===== src/rtl/snoop_bus_arbiter.sv =====
// snoop_bus_arbiter: round-robin owner of the shared snooping bus.
// Picks one eligible cache controller per transaction, broadcasts its
// {source, addr, tx} for one cycle, then holds the bus until done or timeout.
// Ports:
//   clk, rst          clock and synchronous active-high reset
//   req[NUM_CPUS]     per-CPU bus request, held until granted
//   req_addr, req_tx  per-CPU packed address and tx code (0 Idle,1 GetS,2 GetM,3 PutM)
//   done              current transaction complete
//   gnt, bus_valid    one-hot grant and broadcast strobe, 1-cycle pulses
//   bus_source/addr/tx latched winner, held until the next grant
//   busy              bus owned (broadcast or waiting)
//   timeout_err       1-cycle pulse when a transaction is aborted
module snoop_bus_arbiter #(
    parameter int NUM_CPUS = 4,
    parameter int XLEN     = 6,
    parameter int SRC_W    = $clog2(NUM_CPUS),
    parameter int TIMEOUT  = 64
) (
    input  logic                     clk,
    input  logic                     rst,
    input  logic [NUM_CPUS-1:0]      req,
    input  logic [NUM_CPUS*XLEN-1:0] req_addr,
    input  logic [NUM_CPUS*2-1:0]    req_tx,
    input  logic                     done,
    output logic [NUM_CPUS-1:0]      gnt,
    output logic                     bus_valid,
    output logic [SRC_W-1:0]         bus_source,
    output logic [XLEN-1:0]          bus_addr,
    output logic [1:0]               bus_tx,
    output logic                     busy,
    output logic                     timeout_err
);
    localparam int CW = $clog2(TIMEOUT);
    localparam logic [1:0] IDLE  = 2'd0;
    localparam logic [1:0] BCAST = 2'd1;
    localparam logic [1:0] WAIT  = 2'd2;

    logic [1:0]          state;
    logic [SRC_W-1:0]    rr_ptr;
    logic [CW-1:0]       wait_cnt;
    logic [NUM_CPUS-1:0] elig;
    logic [SRC_W-1:0]    win;
    logic                found;

    // A request carrying the Idle tx code is not a bus transaction.
    always_comb begin
        for (int i = 0; i < NUM_CPUS; i++)
            elig[i] = req[i] && (req_tx[i*2 +: 2] != 2'd0);
    end

    // First eligible requester scanning upward from rr_ptr, wrapping.
    always_comb begin
        found = 1'b0;
        win   = '0;
        for (int k = 0; k < NUM_CPUS; k++) begin
            if (!found && elig[(int'(rr_ptr) + k) % NUM_CPUS]) begin
                found = 1'b1;
                win   = SRC_W'((int'(rr_ptr) + k) % NUM_CPUS);
            end
        end
    end

    always_ff @(posedge clk) begin
        if (rst) begin
            state       <= IDLE;
            rr_ptr      <= '0;
            wait_cnt    <= '0;
            gnt         <= '0;
            bus_valid   <= 1'b0;
            bus_source  <= '0;
            bus_addr    <= '0;
            bus_tx      <= 2'd0;
            busy        <= 1'b0;
            timeout_err <= 1'b0;
        end else begin
            gnt         <= '0;
            bus_valid   <= 1'b0;
            timeout_err <= 1'b0;
            case (state)
                IDLE: if (found) begin
                    state      <= BCAST;
                    gnt        <= NUM_CPUS'(1) << win;
                    bus_valid  <= 1'b1;
                    busy       <= 1'b1;
                    bus_source <= win;
                    bus_addr   <= req_addr[win*XLEN +: XLEN];
                    bus_tx     <= req_tx[win*2 +: 2];
                end
                BCAST: begin
                    state    <= WAIT;
                    wait_cnt <= '0;
                    rr_ptr   <= (int'(bus_source) == NUM_CPUS-1) ? '0 : bus_source + 1'b1;
                end
                WAIT: begin
                    // done takes precedence over an expiring counter.
                    if (done) begin
                        state <= IDLE;
                        busy  <= 1'b0;
                    end else if (wait_cnt == CW'(TIMEOUT-1)) begin
                        state       <= IDLE;
                        busy        <= 1'b0;
                        timeout_err <= 1'b1;
                    end else begin
                        wait_cnt <= wait_cnt + 1'b1;
                    end
                end
                default: begin
                    state <= IDLE;
                    busy  <= 1'b0;
                end
            endcase
        end
    end
endmodule


===== config.mk =====
export PLATFORM = sky130hd
export DESIGN_NAME = snoop_bus_arbiter
export DESIGN_NICKNAME = d
export VERILOG_FILES = /design/src/rtl/snoop_bus_arbiter.sv
export SDC_FILE = /design/constraint.sdc
export NUM_CORES = 1
export LEC_CHECK = 0
export BUFFER_PORTS_ARGS = -buffer_cell sky130_fd_sc_hd__buf_2
export CORE_ASPECT_RATIO = 0.7
export CORE_UTILIZATION = 35
export CTS_CLUSTER_SIZE = 20
export DETAILED_ROUTE_END_ITERATION = 10
export GPL_TIMING_DRIVEN = 0
export PLACE_DENSITY = 0.66
export SLEW_MARGIN = 10
export SYNTH_ARGS = -nofsm -noshare
export SYNTH_HDL_FRONTEND = slang
export SYNTH_SLANG_ARGS = --single-unit

===== constraint.sdc =====
create_clock -name clk -period 1.45 [get_ports clk]
set_input_delay 0.2175 -clock clk [delete_from_list [all_inputs] [get_ports clk]]
set_output_delay 0.2175 -clock clk [all_outputs]
set_load 0.02 [all_outputs]

==> results by group <==
CTS
  • H-tree depth: 1
  • CTS tree: done
  • Number of clock sinks: 27
  • Clk slew on worst S/H paths: 0.09 ns
  • TritonCTS Buffers: 3
  • CTS max path bufs: 2
  • Hold-fix buffers at CTS: 0
  • Clk_lat worst skew: 0.27 ns
  • Root buffer cell: clkbuf_8

Worst setup path
  • RR Endpoint: bus_tx[0]
  • Startpoint types: register
  • Worst r2r src: rr_ptr[1]
  • Worst reg-to-reg path cell count: 7
  • CP Capture Type: register
  • Kind of critical path: reg -> reg
  • Critical-path maximum fanout: 6
  • Top Family by Delay on Critical Path: compound AO/OA/AOI/OAI gates
  • Reg2reg setup slack: -0.16 ns
  • Worst EP arrival: approximately 1.8 ns
  • CP cell instances: o211ai_1 -> nor2_1 -> a211oi_2 -> buf_4 -> buf_6 -> mux2i_2 -> o221ai_2
  • Buf/Inv on CP: 2
  • Slowest cell on crit path: dfxtp_4
  • Max incr delay on CP: about 0.37 ns
  • Worst path required time: between 1.5 and 2 ns

Placed design
  • DP HPWL: 2.45 mm
  • Final RePlAce weighted congestion: 0.771
  • I/O Buffers: 55

Pwr
  • Sw frac: 0.327
  • Power per cell area: 945 nW/µm²
  • Gate power share: 0.372
  • Net Switching: 0.670 mW
  • Worst VDD drop: 0.524 mV
  • P_int: 1.38 mW
  • LEAKAGE: 0.938 nW
  • Clock share of power: 0.206
  • Flop pwr share: 0.422

Floorplan
  • Initial Utilization: 0.380
  • Die ar.: ~4200 µm²
  • IO Count: 56
  • Core area: 3650 µm²
  • Die width: 77.3 µm
  • Die Ht: around 55 µm
  • Std cell rows: 18

Synth
  • Post-synth top area cell: dfxtp_1
  • Sequential fraction of the synthesis area: 0.390
  • FF+latch count, synth: 27
  • Mapped Area: 1390 µm²
  • Area fraction of the dominant cell type after synthesis: 0.390
  • Top cells by area, synth: dfxtp_1 39%, mux2i_1 14%, o221ai_2 8.7%
  • Syn nets: 187
  • Post-synth cell types: 40
  • Yosys Warn Count: 0
  • Syn_area_per_cell: 9.50 µm²
  • Cells after Synth: 146

GRT
  • Initial antenna violation count: 0
  • Overall Global Routing Usage: 0.161
  • Largest net degree at the start of global routing: 16
  • First-pass GRT wire length: 5.15 mm
  • Total gr overflow: 0
  • Number of global-route vias before repair: 1004

Drt
  • WL/cell: between 10 and 15 µm
  • Final ANT Viol Nets: 0
  • Drt pass-1 iters: 4
  • Total Wirelength: 3.84 mm
  • Routed vias/inst: 4.94
  • Vias: 1330
  • Iter 0 DRT Violations: 62
  • # DRC: 0

Finish
  • Share of cells above drive strength 1: 0.621
  • # diodes: 0
  • Synth-to-Final Area Change: 56.3%
  • Final nets: 261
  • Most frequent cells in the layout: 55 x buf_2, 20 x dfxtp_1, 16 x nor2_1
  • Final core occ: 0.594
  • Commonest non-fill, non-tap cell in the layout: buf_2

Timing
  • RSZ-0062 raised after global routing: true
  • Skew final: 0.00295 ns
  • Relative slew slack: 0.686
  • Final hold vios: 0
  • Clock period minus worst slack: 1.61 ns
  • Setup-failing EPs final: 10
  • Final Max Slew Viols: 0
  • Period utilization: 1.11
  • Setup WS post-layout: -0.157 ns
  • Worst-Margin Slew: 0.471 ns
  • Hold Slack: 0.224 ns
  • FMAX: 0.622 GHz

Hold path
  • Hold path start: req_addr[0]
  • Hold path depth: 3
  • Hold endpoint: bus_addr[0]
  • Hold/Removal Path Class: in -> reg

Run status
  • Failing checks: setup timing
  • Status: finished with violations

Flow run
  • Max-Cap Viols: 0
==> synthesized netlist by cell type <==
cell type	n
nor3_1	3
buf_4	3
o21ai_2	2
a311oi_1	1
a41o_1	1
or2_2	2
or2_0	1
dfxtp_1	27
or3b_2	1
o211a_1	2
a22oi_1	1
nand2_1	13
o22ai_1	1
o21a_1	2
ha_1	2
nor2_1	17
clkbuf_2	1
nand2b_1	3
clkbuf_1	1
a41oi_1	1
o21ai_1	2
nor2b_1	2
nor3b_2	1
buf_2	1
o21ai_0	4
nand3_1	3
a21oi_1	7
a211oi_1	1
nand2_2	1
or3_1	1
nand3b_1	1
mux2i_1	19
a211oi_2	1
inv_1	4
nor2_4	1
and2_1	1
nor4_1	1
o221ai_2	8
o21ai_4	1
o211ai_1	1
==> worst reg2reg max path, stage by stage (launching register included) <==
cell      delay, ns
dfxtp_4        0.37
o211ai_1       0.13
nor2_1         0.08
a211oi_2       0.21
buf_4          0.19
buf_6          0.15
mux2i_2        0.25
o221ai_2       0.11
==> routing by layer <==
layer,routed length [µm],global-route usage
met5,0,0
met4,35,0.0189
met3,120,0.0450
met2,1790,0.226
met1,1900,0.243
==> state kept, by name, indices dropped and copies added (netlist names) <==
name and cells:
bus_addr 6, bus_source 2, bus_tx 2, bus_valid 1
busy 1, gnt 4, rr_ptr 2, state 2
timeout_err 1, wait_cnt 6
==> stage by stage <==
step           cell area [µm²]  std cells  TNS [ns]  total power, mW  setup slack [ns]
6_report                  2170        269     -1.16             2.05            -0.157
5_1_grt                   2170        269     -1.78             2.17            -0.196
4_1_cts                   1910        261    -0.619             1.93           -0.0868
3_5_place_dp              1730        251     -2.68             1.43            -0.250
3_3_place_gp              1730        251     -2.67             1.43            -0.257
2_1_floorplan             1390        146   -0.0124             1.25          -0.00618
==> worst max path at each step <==
stage | start | to | cells past startpoint
2_1_floorplan | rr_ptr[1] | bus_addr[1] | 6
3_3_place_gp | req_tx[4] | bus_tx[1] | 7
3_5_place_dp | req_tx[4] | bus_tx[1] | 7
4_1_cts | rr_ptr[1] | bus_addr[3] | 7
5_1_grt | rr_ptr[1] | bus_addr[4] | 7
6_report | rr_ptr[1] | bus_tx[0] | 7
==> final cells by class <==
cell class	instances	area [µm²]
fill	320	1480
multi-input combinational	109	1020
sequential	27	559
timing repair buffer	71	414
tap	50	62.6
buffer	4	55.1
clock buffer	3	41.3
inverter	4	15.0
clock inverter	1	5.00
==> kinds of logic after synthesis <==
| family | count (synthesis) | share of synthesized area |
|---|---|---|
| compound gates | 36 | 0.233 |
| fa+ha+maj | 2 | 0.0180 |
| buf+inv | 10 | 0.0370 |
| flops | 27 | 0.390 |
| mux | 19 | 0.137 |
| simple gates | 52 | 0.186 |
==> repair_timing <==
| action | CTS | global route |
|---|---|---|
| cloned | 1 | 1 |
| endpoints found under the setup margin | 18 | 17 |
| buffers inserted | 6 | 8 |
| resized for setup | 26 | 47 |
| pin swaps | 3 | 15 |
==> power by group through the flow <==
stage / clock network (mW) / registers, mW / logic (mW)
2_1_floorplan: 0 / 0.950 / 0.303
3_3_place_gp: 0 / 0.883 / 0.548
3_5_place_dp: 0 / 0.883 / 0.552
4_1_cts: 0.437 / 0.869 / 0.625
5_1_grt: 0.480 / 0.875 / 0.815
6_report: 0.421 / 0.865 / 0.763
No activity file was read; power rests on OpenSTA's default activity.
